[src/rtl/nn_pkg.sv]
// Shared definitions for the neural-network weight path.
//   WEIGHT_W       : width of one Int4 weight
//   loader_state_e : weight_loader FSM states
package nn_pkg;

  localparam int unsigned WEIGHT_W = 4;

  // StLoadLo: waiting for a byte, or writing the low nibble of the held byte.
  // StLoadHi: writing the high nibble of the held byte.
  typedef enum logic [1:0] {
    StIdle,
    StLoadLo,
    StLoadHi,
    StDone
  } loader_state_e;

endpackage

[src/rtl/nibble_unpacker.sv]
// Holds one packed weight byte and presents either its low or high nibble.
// Ports:
//   clk, rst_n : clock, asynchronous active-low reset
//   load_i     : capture byte_i and select its low nibble
//   take_hi_i  : switch the output to the high nibble of the held byte
//   byte_i     : packed byte, weight k in [3:0], weight k+1 in [7:4]
//   nibble_o   : selected nibble (driven only from flops)
module nibble_unpacker
  import nn_pkg::*;
(
  input  logic                  clk,
  input  logic                  rst_n,
  input  logic                  load_i,
  input  logic                  take_hi_i,
  input  logic [2*WEIGHT_W-1:0] byte_i,
  output logic [WEIGHT_W-1:0]   nibble_o
);

  logic [2*WEIGHT_W-1:0] byte_q, byte_d;
  logic                  sel_hi_q, sel_hi_d;

  always_comb begin
    byte_d   = byte_q;
    sel_hi_d = sel_hi_q;
    if (load_i) begin
      byte_d   = byte_i;
      sel_hi_d = 1'b0;
    end else if (take_hi_i) begin
      sel_hi_d = 1'b1;
    end
  end

  always_ff @(posedge clk or negedge rst_n) begin
    if (!rst_n) begin
      byte_q   <= '0;
      sel_hi_q <= 1'b0;
    end else begin
      byte_q   <= byte_d;
      sel_hi_q <= sel_hi_d;
    end
  end

  assign nibble_o = sel_hi_q ? byte_q[2*WEIGHT_W-1:WEIGHT_W] : byte_q[WEIGHT_W-1:0];

endmodule

[src/rtl/weight_loader.sv]
// Streams packed Int4 weight bytes into NUM_NEURONS banks of NUM_WEIGHTS weights each.
// Every accepted byte yields two writes (low nibble, then high nibble) on consecutive
// cycles; nibbles may straddle a bank boundary when NUM_WEIGHTS is odd.
// Ports:
//   clk, rst_n          : clock, asynchronous active-low reset
//   start               : begin a load session (honoured only when idle)
//   in_data/in_valid/in_ready : byte stream handshake
//   wr_en/wr_neuron/wr_addr/wr_data : registered weight-memory write port
//   busy, done          : session active / one-cycle completion pulse
//   checksum            : mod-2^16 sum of accepted bytes
// Optional feature: define WEIGHT_LOADER_CHECKSUM_EN to build the checksum
// accumulator; otherwise checksum is tied to 0.
module weight_loader
  import nn_pkg::*;
#(
  parameter int unsigned NUM_NEURONS = 128,
  parameter int unsigned NUM_WEIGHTS = 784,
  localparam int unsigned NeuronW = (NUM_NEURONS > 1) ? $clog2(NUM_NEURONS) : 1
) (
  input  logic                clk,
  input  logic                rst_n,
  input  logic                start,
  input  logic [7:0]          in_data,
  input  logic                in_valid,
  output logic                in_ready,
  output logic                wr_en,
  output logic [NeuronW-1:0]  wr_neuron,
  output logic [31:0]         wr_addr,
  output logic [WEIGHT_W-1:0] wr_data,
  output logic                busy,
  output logic                done,
  output logic [15:0]         checksum
);

  localparam logic [NeuronW-1:0] LastNeuron = NeuronW'(NUM_NEURONS - 1);
  localparam logic [31:0]        LastAddr   = 32'(NUM_WEIGHTS - 1);

  loader_state_e      state_q, state_d;
  logic [NeuronW-1:0] neuron_q, neuron_d;     // bank of the next weight to write
  logic [31:0]        addr_q, addr_d;         // address of the next weight to write
  logic               wr_en_q, wr_en_d;
  logic [NeuronW-1:0] wr_neuron_q, wr_neuron_d;
  logic [31:0]        wr_addr_q, wr_addr_d;
  logic               issue, load, take_hi, clear, wr_final;

  // The write currently on the port is the last weight of the session.
  assign wr_final = wr_en_q && (wr_neuron_q == LastNeuron) && (wr_addr_q == LastAddr);

  always_comb begin
    state_d     = state_q;
    neuron_d    = neuron_q;
    addr_d      = addr_q;
    wr_en_d     = 1'b0;
    wr_neuron_d = wr_neuron_q;
    wr_addr_d   = wr_addr_q;
    in_ready    = 1'b0;
    issue       = 1'b0;
    load        = 1'b0;
    take_hi     = 1'b0;
    clear       = 1'b0;
    case (state_q)
      StIdle: begin
        if (start) begin
          state_d  = StLoadLo;
          neuron_d = '0;
          addr_d   = '0;
          clear    = 1'b1;
        end
      end
      StLoadLo: begin
        if (wr_en_q) begin
          // Low nibble is being written; a final low nibble drops the high one.
          if (wr_final) begin
            state_d = StDone;
          end else begin
            state_d = StLoadHi;
            take_hi = 1'b1;
            issue   = 1'b1;
          end
        end else begin
          in_ready = 1'b1;
          if (in_valid) begin
            load  = 1'b1;
            issue = 1'b1;
          end
        end
      end
      StLoadHi: begin
        // Accepting here lets the next low nibble follow with no bubble.
        in_ready = !wr_final;
        if (wr_final) begin
          state_d = StDone;
        end else begin
          state_d = StLoadLo;
          if (in_valid) begin
            load  = 1'b1;
            issue = 1'b1;
          end
        end
      end
      StDone: state_d = StIdle;
      default: state_d = StIdle;
    endcase

    if (issue) begin
      wr_en_d     = 1'b1;
      wr_neuron_d = neuron_q;
      wr_addr_d   = addr_q;
      if (addr_q == LastAddr) begin
        addr_d   = '0;
        neuron_d = neuron_q + NeuronW'(1);
      end else begin
        addr_d = addr_q + 32'd1;
      end
    end
  end

  always_ff @(posedge clk or negedge rst_n) begin
    if (!rst_n) begin
      state_q     <= StIdle;
      neuron_q    <= '0;
      addr_q      <= '0;
      wr_en_q     <= 1'b0;
      wr_neuron_q <= '0;
      wr_addr_q   <= '0;
    end else begin
      state_q     <= state_d;
      neuron_q    <= neuron_d;
      addr_q      <= addr_d;
      wr_en_q     <= wr_en_d;
      wr_neuron_q <= wr_neuron_d;
      wr_addr_q   <= wr_addr_d;
    end
  end

  nibble_unpacker u_unpacker (
    .clk       (clk),
    .rst_n     (rst_n),
    .load_i    (load),
    .take_hi_i (take_hi),
    .byte_i    (in_data),
    .nibble_o  (wr_data)
  );

  assign wr_en     = wr_en_q;
  assign wr_neuron = wr_neuron_q;
  assign wr_addr   = wr_addr_q;
  assign busy      = (state_q == StLoadLo) || (state_q == StLoadHi);
  assign done      = (state_q == StDone);

`ifdef WEIGHT_LOADER_CHECKSUM_EN
  logic [15:0] checksum_q, checksum_d;

  always_comb begin
    checksum_d = checksum_q;
    if (clear) begin
      checksum_d = '0;
    end else if (load) begin
      checksum_d = checksum_q + 16'(in_data);
    end
  end

  always_ff @(posedge clk or negedge rst_n) begin
    if (!rst_n) begin
      checksum_q <= '0;
    end else begin
      checksum_q <= checksum_d;
    end
  end

  assign checksum = checksum_q;
`else
  assign checksum = '0;
`endif

endmodule

[config.mk]
export PLATFORM = sky130hd
export DESIGN_NAME = weight_loader
export DESIGN_NICKNAME = d
export VERILOG_FILES = /design/src/rtl/nn_pkg.sv /design/src/rtl/nibble_unpacker.sv /design/src/rtl/weight_loader.sv
export SDC_FILE = /design/constraint.sdc
export NUM_CORES = 1
export LEC_CHECK = 0
export BUFFER_PORTS_ARGS = -buffer_cell sky130_fd_sc_hd__buf_2
export CORE_AREA = 2 2 113 115
export DETAILED_ROUTE_END_ITERATION = 12
export DIE_AREA = 0 0 115 117
export PLACE_DENSITY = 0.7
export SLEW_MARGIN = 25
export SYNTH_ARGS = -nofsm -noshare
export SYNTH_HDL_FRONTEND = slang
export SYNTH_SLANG_ARGS = --single-unit
[constraint.sdc]
create_clock -name clk -period 2.8 [get_ports clk]
set_input_delay 0.14 -clock clk [delete_from_list [all_inputs] [get_ports clk]]
set_output_delay 0.14 -clock clk [all_outputs]
set_load 0.05 [all_outputs]
# Word-level counts from Yosys, hierarchy flattened
# Index checks and enable logic that the tools add are counted.
[totals]
ff_bits = 90
latchBits = 0
ramBits = 0
mem_bits_ro = 0
input_bits = 12
output_inout_bits = 63
memories = 0
[op_classes]
addsub = 2
mul = 0
div = 0
order_cmp = 0
eq_ne = 8
shifts = 0
n_mux = 28
bitwise_logic = 0
n_reduce_logical = 10
[op_table]
columns = ["operator", "count"]
rows = [
  ["32-bit two-way mux", 4],
  ["32-bit by 10-bit == test with 1-bit output, second input constant", 2],
  ["32-bit by 1-bit adder with 32-bit output, second input constant", 1],
  ["7-bit two-way mux", 4],
  ["1-bit two-way mux", 12],
  ["2-bit case mux with 4 select lines", 1],
  ["7-bit by 1-bit adder with 7-bit output, second input constant", 1],
  ["7-bit == test, second input constant", 1],
  ["2-bit two-way mux", 3],
  ["1-bit case mux with 2 select lines", 3],
  ["2-bit nonzero test", 3],
  ["2-bit == test, second input constant", 2],
  ["4-bit two-way mux", 1],
  ["2-bit inequality test, second input constant", 2],
  ["2-bit AND reduction", 2],
  ["2-bit by 1-bit == test with 1-bit output, second input constant", 1],
  ["1-bit logical AND", 2],
  ["2-bit zero test", 1],
  ["1-bit zero test", 1],
  ["1-bit logical OR", 1],
]

# Depth between registers and ports, before layout
[depth]
word_depth = 8
mapped_depth = 10
ltp_nobuf = 8

# Cells and area by module
# A second synthesis with hierarchy kept.
[unflattened]
hier_cells = 519
hier_area_um2 = 4727.0
[modules_own_cells]
columns = ["module", "instances", "cells_each", "area_each_um2"]
rows = [
  ["weight_loader", 1, 496, 4315.4],
  ["nibble_unpacker", 1, 23, 411.6],
]

# Worst setup path before layout
# No wires, ideal clock.
[synth_timing]
path_kind = "register -> register"
startpoint = "reg wr_addr_q[23] (netlist: wr_addr[23])"
endpoint = "reg addr_q[27]"
t_arrival_ps = 2625
path_slack_ps = 51
stages_incl_launch_ff = 8
period_less_slack_ps = 2749
cell_sequence = "dfrtp_1 or4_1 or4_4 o31ai_4 inv_2 buf_6 and4_1 a211o_1"
[synth_between]
elab_chain_len = 7
word_cells_on_any_way = 10
cone_classes = "1 x eq/ne; 5 x mux; 4 x reduce/logical"
[synth_lines]
columns = ["element", "line_no", "text"]
rows = [
  ["from (decl)", "weight_loader.sv:43", "logic [31:0] wr_addr_q, wr_addr_d;"],
  ["from (signal assigned)", "weight_loader.sv:132", "wr_addr_q <= wr_addr_d;"],
  ["32-bit by 10-bit == test with 1-bit output *", "weight_loader.sv:47", "assign wr_final = wr_en_q && (wr_neuron_q == LastNeuron) && (wr_addr_q == LastAddr);"],
  ["1-bit logical AND *", "weight_loader.sv:47", ""],
  ["1-bit two-way mux", "weight_loader.sv:73", "if (wr_final) begin"],
  ["1-bit two-way mux", "weight_loader.sv:71", "if (wr_en_q) begin"],
  ["1-bit case mux with 2 select lines *", "weight_loader.sv:61", "case (state_q)"],
  ["2-bit nonzero test (no line)", "n/a", ""],
  ["2-bit AND reduction (no line)", "n/a", ""],
  ["to (signal assigned)", "weight_loader.sv:129", "addr_q <= addr_d;"],
  ["to (decl)", "weight_loader.sv:40", "logic [31:0] addr_q, addr_d;"],
]
# Every way passes the cells marked *; elsewhere a longest branch is shown, timed or not.
# A chain may end at the register's enable or synchronous reset.

# Worst setup path in the final report
[layout_timing]
startpoint = "reg wr_addr_q[23] (netlist: wr_addr[23])"
endpoint = "reg wr_addr_q[8] (netlist: wr_addr[8])"
[layout_between]
elab_chain_len = 5
word_cells_on_any_way = 6
cone_classes = "1 x eq/ne; 4 x mux; 1 x reduce/logical"
[layout_lines]
columns = ["element", "line_no"]
rows = [
  ["32-bit by 10-bit == test with 1-bit output *", "weight_loader.sv:47"],
  ["1-bit logical AND *", "weight_loader.sv:47"],
  ["1-bit two-way mux", "weight_loader.sv:73"],
  ["1-bit two-way mux", "weight_loader.sv:71"],
  ["1-bit case mux with 2 select lines *", "weight_loader.sv:61"],
]
# Marks and branches as above.

==> summary.txt <==
Worst setup path
  – Critical path cell sequence: or4_1 > or4_4 > o31ai_4 > buf_4 > buf_12 > buf_4 > o21ai_0
  – Kind of start point of the critical path: register
  – Critical path class: register to register
  – Slowest cell on the critical path: or4_1
  – Worst reg-to-reg path cell count: 7
  – Largest stage delay on the critical path: 0.55 ns
  – WP buf/inv: 3
  – Worst Setup End Kind: register
  – Most common cell on crit path: buf_4
  – Setup slack, reg-to-reg: 0.14 ns
  – Crit path DAT: 2.87 ns
  – Reg2reg end: wr_addr[8]
  – Family with the most delay on the worst path: simple AND/OR/NAND/NOR gates
  – CP Data Required Time: 3.02 ns
  – Reg2reg start: wr_addr[23]
  – Max FO, Critical Path: 30

Placed design
  – DP HPWL: 8760 microns
  – Cells after DPL: 710
  – Gpl congestion: 0.899
  – # port buffers: 58

Timing
  – Max Fclk: roughly 380 MHz
  – Slew headroom: 0.409
  – Hold Violations, Final: 0
  – Setup violations, final: 0
  – Setup TNS Final: 0 ns
  – Crit share post-route: 0.949
  – Clock skew: between 0.007 and 0.008 ns
  – Period minus WS final: around 2.7 ns
  – RSZ-0062 raised after global routing: false
  – Max Slew Vio Count: 0
  – Worst slew pin tran: 0.883 ns

Final layout
  – Non-Filler Instances: 727
  – Fraction of layout cells with a size suffix above 1: 0.213
  – Antenna diodes: 0
  – Nets: 591
  – Fillers: ~1200
  – Area grow syn2layout: 17.2%

Yosys
  – Synthesized area: 4700 sq um
  – Synth unique cells: 50
  – Prevailing post-synth register cell: dfrtp_1
  – Top area cells in the synthesized netlist: dfrtp_1 48%, nand2_1 8.3%, mux2_2 3.1%
  – Yosys top cell area share: 0.479
  – Avg Inst Size Synth: 9.29 sq um
  – Post-synthesis sequential area ratio: 0.479
  – Mapped Cells: 506
  – Post-synth EDFFs: 0
  – Commonest cells post-synth: 104 x nand2_1, 90 x dfrtp_1, 25 x nand3_1, 23 x a31oi_1, 21 x nand4_1
  – Cell with the most instances after synthesis: nand2_1
  – #FFs+latches synth: 90
  – Yosys warns: 0
  – Synth area leader: dfrtp_1
  – Synth async-reset ratio: 1.00

CTS
  – # clock sinks: 90
  – H-tree Lvls: 3
  – CTS tree: built
  – Reg clk slew, reported paths: 0.06 ns
  – Root Buffer: clkbuf_16
  – Total CTS buffers: 9
  – Clk_lat worst skew: 0.35 ns
  – Clock buffer depth: 2

Run status
  – Status: completed

Min path
  – Hold path start: in_data[4]
  – WHS Endpoint: u_unpacker.byte_q[4]
  – Hold depth: 2
  – Worst Hold Class: input pin to register

Power and ir drop
  – Leak pwr: 2.71 nW
  – Maximum VDD drop: approximately 0.34 mV
  – P per Cell Area: between 900 and 1000 nW/um^2

Global route
  – First-pass GRT wire length: between 15000 and 20000 microns
  – Vias in the first global route: around 3900
  – Initial antenna violation count: 0
  – Grt total ovfl: 0
  – Largest net degree at the start of global routing: 60
  – Tot GR Track Use: 0.188

Detailed routing
  – Vias per std cell: 5.71
  – Antenna Nets Post-Route: 0
  – # DRC: 0
  – Drt pass-1 iters: 5
  – Vias: roughly 4100
  – DR iter-0 viols: 485
  – Routed len/inst: 17.0 microns
  – WL final: 12400 microns

Floorplanning
  – # rows: just over 40
  – Die ar.: around 13000 sq um
  – Num ports: 75
  – Core box area: between 10000 and 15000 sq um
  – Die X: approximately 120 microns
  – DIE HEIGHT: 117 microns
  – Initial Utilization: 0.382

Flow run
  – Max-cap viol count: 0
cells by family after synthesis:
family	count (synthesis)	synth area share
buffers and inverters	61	0.0687
other	1	0.000798
xor gates and xnor gates	2	0.00373
adders and majority gates	7	0.0186
and+or+nand+nor	244	0.264
AOI/OAI and AO/OA	87	0.132
muxes	14	0.0333
DFF	90	0.479
cell type report:
type	instances	area (sq um)	area share
inverters	14	52.6	0.00953
well taps	150	188	0.0341
clock inverters	5	52.6	0.00953
flip-flops and latches	90	2250	0.409
repair buffers	87	526	0.0953
clock buffers	11	253	0.0459
multi-input cells	370	2190	0.397
worst register-to-register path: stages, from the launching register on:
cell,delay [ns]
dfrtp_1,0.39
or4_1,0.55
or4_4,0.54
o31ai_4,0.27
buf_4,0.22
buf_12,0.19
buf_4,0.25
o21ai_0,0.12
layer usage:
| layer | vias up | wire (microns) | global-route usage |
|---|---|---|---|
| li1 | 1948 | - | - |
| met2 | 161 | 6050 | 0.322 |
| met1 | 2021 | 5420 | 0.242 |
| met3 | 18 | 673 | 0.0216 |
| met4 | 0 | 222 | 0.0811 |
| met5 | - | 0 | 0 |
worst max path at each step:
stage	startpoint	end	slack (ns)	cells past startpoint
floorplan	wr_addr[23]	addr_q[27]	0.05	7
global placement	wr_addr[23]	addr_q[9]	0.24	6
detailed placement	wr_addr[23]	wr_addr[8]	0.16	7
CTS	wr_addr[23]	wr_addr[8]	0.14	7
global route	wr_addr[23]	wr_addr[11]	0.03	8
finish	wr_addr[23]	wr_addr[8]	0.14	7
placed cells by master (no fill, tap or decap), types with 8 or more instances in the layout:
cell type,count
nand2_1,104
nor2_1,18
nor4_1,17
mux2_2,13
buf_2,57
conb_1,16
nand4_1,21
o211ai_1,8
dfrtp_1,90
a31oi_1,23
o21ai_0,15
and4_1,15
nand3_1,25
clkbuf_16,9
inv_1,13
buf_4,28
report_power, final:
| group | switching [W] | total [W] | internal [W] |
|---|---|---|---|
| Combinational | 0.00148 | 0.00210 | 0.000626 |
| Clock | 0.000507 | 0.00124 | 0.000736 |
| Sequential | 0.000202 | 0.00171 | 0.00151 |
flip-flops by register name, summed over array words and instances, names as in the netlist:
signal               flops
addr_q                  32
wr_addr                 32
u_unpacker.byte_q        8
neuron_q                 7
wr_neuron                7
state_q                  2
u_unpacker.sel_hi_q      1
wr_en                    1
repair_timing:
action | in CTS | in global routing
setup buffers | 0 | 0
setup endpoints to repair | 0 | 0
hold endpoints to repair | 57 | 0
hold buffers | 1 | 0
gates resized for setup | 0 | 0
per-stage QoR:
step | utilization | total power [W] | hold WS (ns) | worst slack [ns] | area [sq um]
2_1_floorplan | - | 0.00330 | -0.156 | 0.0509 | 4760
3_3_place_gp | 0.422 | 0.00377 | 0.252 | 0.238 | 5200
3_5_place_dp | 0.422 | 0.00383 | 0.258 | 0.156 | 5200
4_1_cts | 0.448 | 0.00507 | 0.0186 | 0.143 | 5510
5_1_grt | 0.448 | 0.00533 | 0.0248 | 0.0263 | 5510
6_report | 0.448 | 0.00506 | 0.0250 | 0.144 | 5510
Power figures use the tool's default switching activity.
